[src/rtl/efuse_cfg_loader.sv]
// efuse_cfg_loader
//   Wishbone read master that walks the efuse image byte by byte and
//   serialises each byte, LSB first, into the fabric configuration chain.
//
//   Ports
//     wb_clk_i     clock, everything on the rising edge
//     wb_rst_i     synchronous active-high reset
//     start_i      begin a load (accepted in IDLE/DONE/ERR only)
//     wbm_*        wishbone master port towards efuse_ctrl (read only)
//     cfg_data_o   serial configuration bit
//     cfg_shift_o  chain shift enable, one bit per high cycle
//     busy_o       load in progress (REQ or SHIFT)
//     cfg_done_o   whole image shifted, held until start_i or reset
//     err_o        ack timeout, held until start_i or reset
//
//   state | meaning
//   ------+--------------------------------------------------------
//   IDLE  | waiting for start_i after reset
//   REQ   | wishbone read outstanding, waiting for ack
//   SHIFT | eight cycles shifting the captured byte out
//   DONE  | image complete, cfg_done_o held
//   ERR   | slave did not ack in time, err_o held
module efuse_cfg_loader #(
  parameter logic [9:0] START_ADDR = 10'd0,
  parameter int         NUM_BYTES  = 1024,
  parameter int         TIMEOUT    = 255
) (
  input  logic       wb_clk_i,
  input  logic       wb_rst_i,
  input  logic       start_i,
  output logic       wbm_cyc_o,
  output logic       wbm_stb_o,
  output logic       wbm_we_o,
  output logic       wbm_sel_o,
  output logic [9:0] wbm_adr_o,
  input  logic [7:0] wbm_dat_i,
  input  logic       wbm_ack_i,
  output logic       cfg_data_o,
  output logic       cfg_shift_o,
  output logic       busy_o,
  output logic       cfg_done_o,
  output logic       err_o
);

  typedef enum logic [2:0] {
    S_IDLE,
    S_REQ,
    S_SHIFT,
    S_DONE,
    S_ERR
  } state_t;

  localparam logic [10:0] LAST_BYTE = 11'(NUM_BYTES - 1);
  // Leaving REQ happens on the cycle that would push the counter to TIMEOUT.
  localparam logic [7:0]  TO_LAST   = 8'(TIMEOUT - 1);

  state_t      state;
  logic [9:0]  addr;
  logic [10:0] byte_cnt;
  logic [2:0]  bit_idx;
  logic [7:0]  tcnt;
  logic [7:0]  shift_byte;

  assign wbm_we_o = 1'b0;

  always_ff @(posedge wb_clk_i) begin
    if (wb_rst_i) begin
      state       <= S_IDLE;
      addr        <= START_ADDR;
      byte_cnt    <= '0;
      bit_idx     <= '0;
      tcnt        <= '0;
      shift_byte  <= '0;
      wbm_cyc_o   <= 1'b0;
      wbm_stb_o   <= 1'b0;
      wbm_sel_o   <= 1'b0;
      wbm_adr_o   <= '0;
      cfg_data_o  <= 1'b0;
      cfg_shift_o <= 1'b0;
      busy_o      <= 1'b0;
      cfg_done_o  <= 1'b0;
      err_o       <= 1'b0;
    end else begin
      case (state)
        S_IDLE, S_DONE, S_ERR: begin
          if (start_i) begin
            state      <= S_REQ;
            addr       <= START_ADDR;
            byte_cnt   <= '0;
            tcnt       <= '0;
            wbm_cyc_o  <= 1'b1;
            wbm_stb_o  <= 1'b1;
            wbm_sel_o  <= 1'b1;
            wbm_adr_o  <= START_ADDR;
            busy_o     <= 1'b1;
            cfg_done_o <= 1'b0;
            err_o      <= 1'b0;
          end
        end

        S_REQ: begin
          if (wbm_ack_i) begin
            // Bit 0 goes out on the first SHIFT cycle, so present it now.
            state       <= S_SHIFT;
            shift_byte  <= wbm_dat_i;
            bit_idx     <= '0;
            wbm_cyc_o   <= 1'b0;
            wbm_stb_o   <= 1'b0;
            wbm_sel_o   <= 1'b0;
            wbm_adr_o   <= '0;
            cfg_shift_o <= 1'b1;
            cfg_data_o  <= wbm_dat_i[0];
          end else if (tcnt == TO_LAST) begin
            state     <= S_ERR;
            tcnt      <= tcnt + 8'd1;
            wbm_cyc_o <= 1'b0;
            wbm_stb_o <= 1'b0;
            wbm_sel_o <= 1'b0;
            wbm_adr_o <= '0;
            busy_o    <= 1'b0;
            err_o     <= 1'b1;
          end else begin
            tcnt <= tcnt + 8'd1;
          end
        end

        S_SHIFT: begin
          if (bit_idx == 3'd7) begin
            cfg_shift_o <= 1'b0;
            cfg_data_o  <= 1'b0;
            if (byte_cnt == LAST_BYTE) begin
              state      <= S_DONE;
              busy_o     <= 1'b0;
              cfg_done_o <= 1'b1;
            end else begin
              // Straight back into the next read, no idle cycle.
              state     <= S_REQ;
              byte_cnt  <= byte_cnt + 11'd1;
              addr      <= addr + 10'd1;
              tcnt      <= '0;
              wbm_cyc_o <= 1'b1;
              wbm_stb_o <= 1'b1;
              wbm_sel_o <= 1'b1;
              wbm_adr_o <= addr + 10'd1;
            end
          end else begin
            bit_idx    <= bit_idx + 3'd1;
            cfg_data_o <= shift_byte[bit_idx + 3'd1];
          end
        end

        default: state <= S_IDLE;
      endcase
    end
  end

endmodule

[config.mk]
export PLATFORM = sky130hd
export DESIGN_NAME = efuse_cfg_loader
export DESIGN_NICKNAME = d
export VERILOG_FILES = /design/src/rtl/efuse_cfg_loader.sv
export SDC_FILE = /design/constraint.sdc
export NUM_CORES = 1
export LEC_CHECK = 0
export CAP_MARGIN = 0
export CORE_UTILIZATION = 60
export DETAILED_ROUTE_END_ITERATION = 12
export PLACE_DENSITY = 0.83
export SLEW_MARGIN = 25
export SYNTH_ARGS = -nofsm -noshare
export SYNTH_HDL_FRONTEND = slang
export SYNTH_SLANG_ARGS = --single-unit
[constraint.sdc]
create_clock -name wb_clk_i -period 3.8 [get_ports wb_clk_i]
set_clock_uncertainty 0.05 [all_clocks]
set_input_delay 0.57 -clock wb_clk_i [delete_from_list [all_inputs] [get_ports wb_clk_i]]
set_output_delay 0.57 -clock wb_clk_i [all_outputs]
set_load 0.02 [all_outputs]
# Yosys cells after proc, flatten, opt, wreduce, memory -nomap -nowiden
# Cells that the tools add are included.
# Widths: inputs -> output; s select.
# word_totals
ff_bits	59
inputBits	12
elab_cells	101
# classes
addsub	4
n_lt_le_gt_ge	1
eq_ne	16
n_mux	50
reduce_logical	17
# ops
operator	n
$mux 10	5
$mux 11	3
$mux 8	4
$pmux 10 s3	1
$pmux 8 s3	1
$pmux 11 s2	1
$pmux 10 s2	1
$mux 1	18
$mux 3	6
$ne 2x2->1 const B	8
$reduce_and 4->1	3
$add 11x1->11 const B	1
$eq 11x10->1 const B	1
$add 10x1->10 const B	1
$reduce_and 5->1	2
$pmux 3 s3	1
$reduce_and 3->1	3
$add 8x1->8 const B	1
$eq 8x8->1 const B	1
$pmux 1 s2	4
$eq 3x2->1 const B	2
$eq 3x3->1 const B	2
$pmux 1 s3	2
$pmux 3 s2	1
other kinds (12)	15

# Longest topological paths before layout
# logic_depth
ltp_word	5
ltp_mapped	8
mapped_depth_nobuf	6

# Worst setup path before layout
# No wires, ideal clock.
# synth_path
path_kind	register -> register
start	register bit_idx[0]
end	register byte_cnt[2]
setup_time_ns	0.135
arrival_time_ns	1.847
path_slack_ns	1.768
path_stages_with_launch	8
n_path_buf	1
synth_period_minus_slack_ns	2.032
path_cell_list	dfxtp_1 -> ha_1 -> ha_1 -> nor4bb_1 -> a311oi_1 -> clkbuf_1 -> o311ai_0 -> o41ai_1
# synth_via
elab_chain_cells	3
# synth_rtl
item	line_no	text
start: declaration	60	logic [2:0] bit_idx;
start signal: assignment	147	bit_idx <= bit_idx + 3'd1;
$eq 3x3->1	128	if (bit_idx == 3'd7) begin
$ne 2x2->1 (no source line)	--	
$reduce_and 4->1 (no source line)	--	
end signal: assignment	138	byte_cnt <= byte_cnt + 11'd1;
end: declaration	59	logic [10:0] byte_cnt;
# Every way passes these cells.
# A chain may end at the register's enable or synchronous reset.

# Worst setup path in the final report
# layout_path
start	register state[1]
end	register tcnt[3]
# layout_via
elab_chain_cells	4
# layout_rtl
item	line_no	text
start: declaration	57	state_t state;
start signal: assignment	68	state <= S_IDLE;
start signal: assignment	87	state <= S_REQ;
start signal: assignment	104	state <= S_SHIFT;
$eq 3x2->1 (tied with other cells)	84	case (state)
$reduce_or 3->1	84	
$ne 2x2->1 (no source line) / $reduce_bool 3->1 (equally long branches)	--	
$reduce_and 5->1 (no source line)	--	
end signal: assignment	115	tcnt <= tcnt + 8'd1;
end signal: assignment	123	tcnt <= tcnt + 8'd1;
end: declaration	61	logic [7:0] tcnt;
# Parallel ways exist; a longest one is shown, timed or not.

==> reports/results.ini <==
[outcome]
status = finished clean

[placed_design]
place_congestion = 0.8153
port_buffers = 29
dpl.hpwl_mm = 4.614
dp_slack_ns = 0.7739

[worst_setup_path]
cp-start-kind = flop
crit_required_ns = 3.99
end_kind = flop
crit_path_top_delay_cell = and4_1
path_cells = nor3b_4 -> and4_1 -> nor3_2 -> a311oi_1
path_max_fanout = 20
setup.worst_path.class = flop to flop
critPathMaxStageDelay_ns = 0.79
worstPathArrival_ns = 2.92

[floorplanning]
die_h_um = 74.74
fp.dieArea_um2 = 5585
core_area_um2 = 5107
die_x_um = 74.74
io_pins = 31
rows = 26
initial_core_util_pct = 62.15

[timing]
slew_headroom_pct = 49.09
worst_hold_slack_ns = 0.4040
rsz0062_at_grt = no
setup_viol = 0
worst_slack_ns = 1.068
fin_crit_sh_pct = 71.90
maxSlewViolCount = 0
hold_viol = 0
layout_min_cycle_time_ns = 2.732
worstMarginPinSlew_ns = 0.7636
fin_tns_setup_ns = 0
max_freq_mhz = 366.0

[clocking]
cts_setup_buffers = 0
cts_hold_buf = 0
cts_tree = yes
clk_latency_ns = 0.34
clk_pin_slew_worst_paths_ns = 0.06
htreeDepth = 3
clkSinkCount = 59
cts-root-buf = clkbuf_8
cts_buffers = 9
cts_resized = 0
clockBufferDepth = 2

[power_and_ir_drop]
ir_worst_vdd_mv = 0.2101
p_leak_nw = 1.195
pwr_density_cell_nw_per_um2 = 361.0

[job]
maxCapViolations = 0

[drt]
drt-pass1-iter-count = 4
drt_iter0_drc = 167
viasPerCell = 6.365
final_antenna_net_count = 0
wl_per_cell_um = 15.90
drt_wl_total_mm = 7.090
vias = 2839
drcViolationCount = 0

[logic_synthesis]
ys.flop_type = dfxtp_1
seq_area_frac_synth_pct = 37.21
synthCells = 359
post_synth_num_cell_types = 74
synth_top_area_share_pct = 37.21
synthTopCellsByArea = dfxtp_1, nand2_1, a21oi_1
syn_area_um2 = 3174
async_reset_ff_share_pct = 0
synth-edff-count = 0
ys_warn_count = 0
syn_nets = 377
synth_seq_cells = 59
syn_avg_cell_area_um2 = 8.842
synth_top_cell_by_area = dfxtp_1

[cells_and_area]
final_common_cell = dfxtp_1
n_fill_cell = 428
layout_common_cells = dfxtp_1, nand2_1, clkdlybuf4s50_1, a21oi_1, nor2_1
diodes = 0
utilization_pct = 70.53
syn_to_final_growth_pct = 13.48
layout-drive-gt1-share_pct = 12.23
nets = 391

[grt]
grt_max_degree = 48
grt_pass1_wl_mm = 11.36
grt_pass1_vias = 2519
antenna_found_initial = 0
grtUsageTotal_pct = 26.96
grt_overflow = 0

[min_path]
hold_path_class = flop to flop

==> where the power goes <==
| group | switching (mW) | internal (mW) | leakage [nW] |
|---|---|---|---|
| clock network | 0.232 | 0.311 | 0.0950 |
| registers | 0.00955 | 0.626 | 0.476 |
| logic | 0.0721 | 0.0495 | 0.624 |
==> synth_stat cells, types with 7 or more instances <==
library cell / number
nand2_1: 38
clkbuf_1: 11
nand3_1: 11
o311ai_0: 7
a21oi_1: 25
nor2_1: 19
o41ai_1: 8
dfxtp_1: 59
inv_1: 16
buf_2: 9
o21ai_0: 8
==> layout make-up <==
| class | instances | area (um2) | share of cell area [%] |
|---|---|---|---|
| Inverter | 17 | 63.81 | 1.771 |
| Tap cell | 70 | 87.58 | 2.431 |
| Clock inverter | 3 | 40.04 | 1.111 |
| Sequential cell | 59 | 1181 | 32.79 |
| Clock buffer | 11 | 141.4 | 3.925 |
| Timing Repair Buffer | 32 | 307.8 | 8.545 |
| Multi-Input combinational cell | 254 | 1780 | 49.43 |
==> kinds of logic (layout without fill, tap and decap cells) <==
kind of cell               Yosys count  after routing  synth area share, %
adders and majority gates            6              6                2.365
AOI/OAI and AO/OA                  110            110                25.74
DFF                                 59             59                37.21
other                                1              1               0.1181
xor gates and xnor gates             6              6                1.655
buffers and inverters               46             63                6.898
muxes                                7              7                3.074
and+or+nand+nor                    124            124                22.94
==> critical path, delay by kind of cell (launching register included) <==
family,cells,cell delay [ns]
DFF,1,0.67
and+or+nand+nor,3,1.58
AOI/OAI and AO/OA,1,0.32
==> metrics by stage <==
stage	cells	cell area, um2	power (mW)
floorplan	359	3174	0.7322
global placement	432	3421	0.7667
detailed placement	432	3421	0.7700
CTS	446	3602	1.308
global route	446	3602	1.345
finish	446	3602	1.300
==> state kept, by name (all words and copies together), names as in the netlist <==
register     cells
addr            10
cfg_shift_o      1
shift_byte       8
wbm_sel_o        1
tcnt             8
state            3
cfg_done_o       1
busy_o           1
wbm_adr_o       10
byte_cnt        11
bit_idx          3
err_o            1
cfg_data_o       1
==> layer usage <==
metal | track usage (%) | share of wire [%] | vias up | wire [um]
met5 | 0 | 0 | - | 0
met4 | 13.84 | 1.6 | 0 | 114
met3 | 6.693 | 4.2 | 13 | 297
met2 | 42.74 | 47 | 82 | 3311
met1 | 34.09 | 47 | 1363 | 3367
li1 | - | - | 1381 | -
==> worst paths after layout <==
check | from | to | slack [ns] | cells past startpoint
max | state[1] | tcnt[3] | 1.07 | 4
min | wbm_adr_o[6] | wbm_adr_o[6] | 0.40 | 2
max reg2reg | state[1] | tcnt[3] | 1.07 | 4
min reg2reg | wbm_adr_o[6] | wbm_adr_o[6] | 0.40 | 2
(Power assumes the default switching activity.)
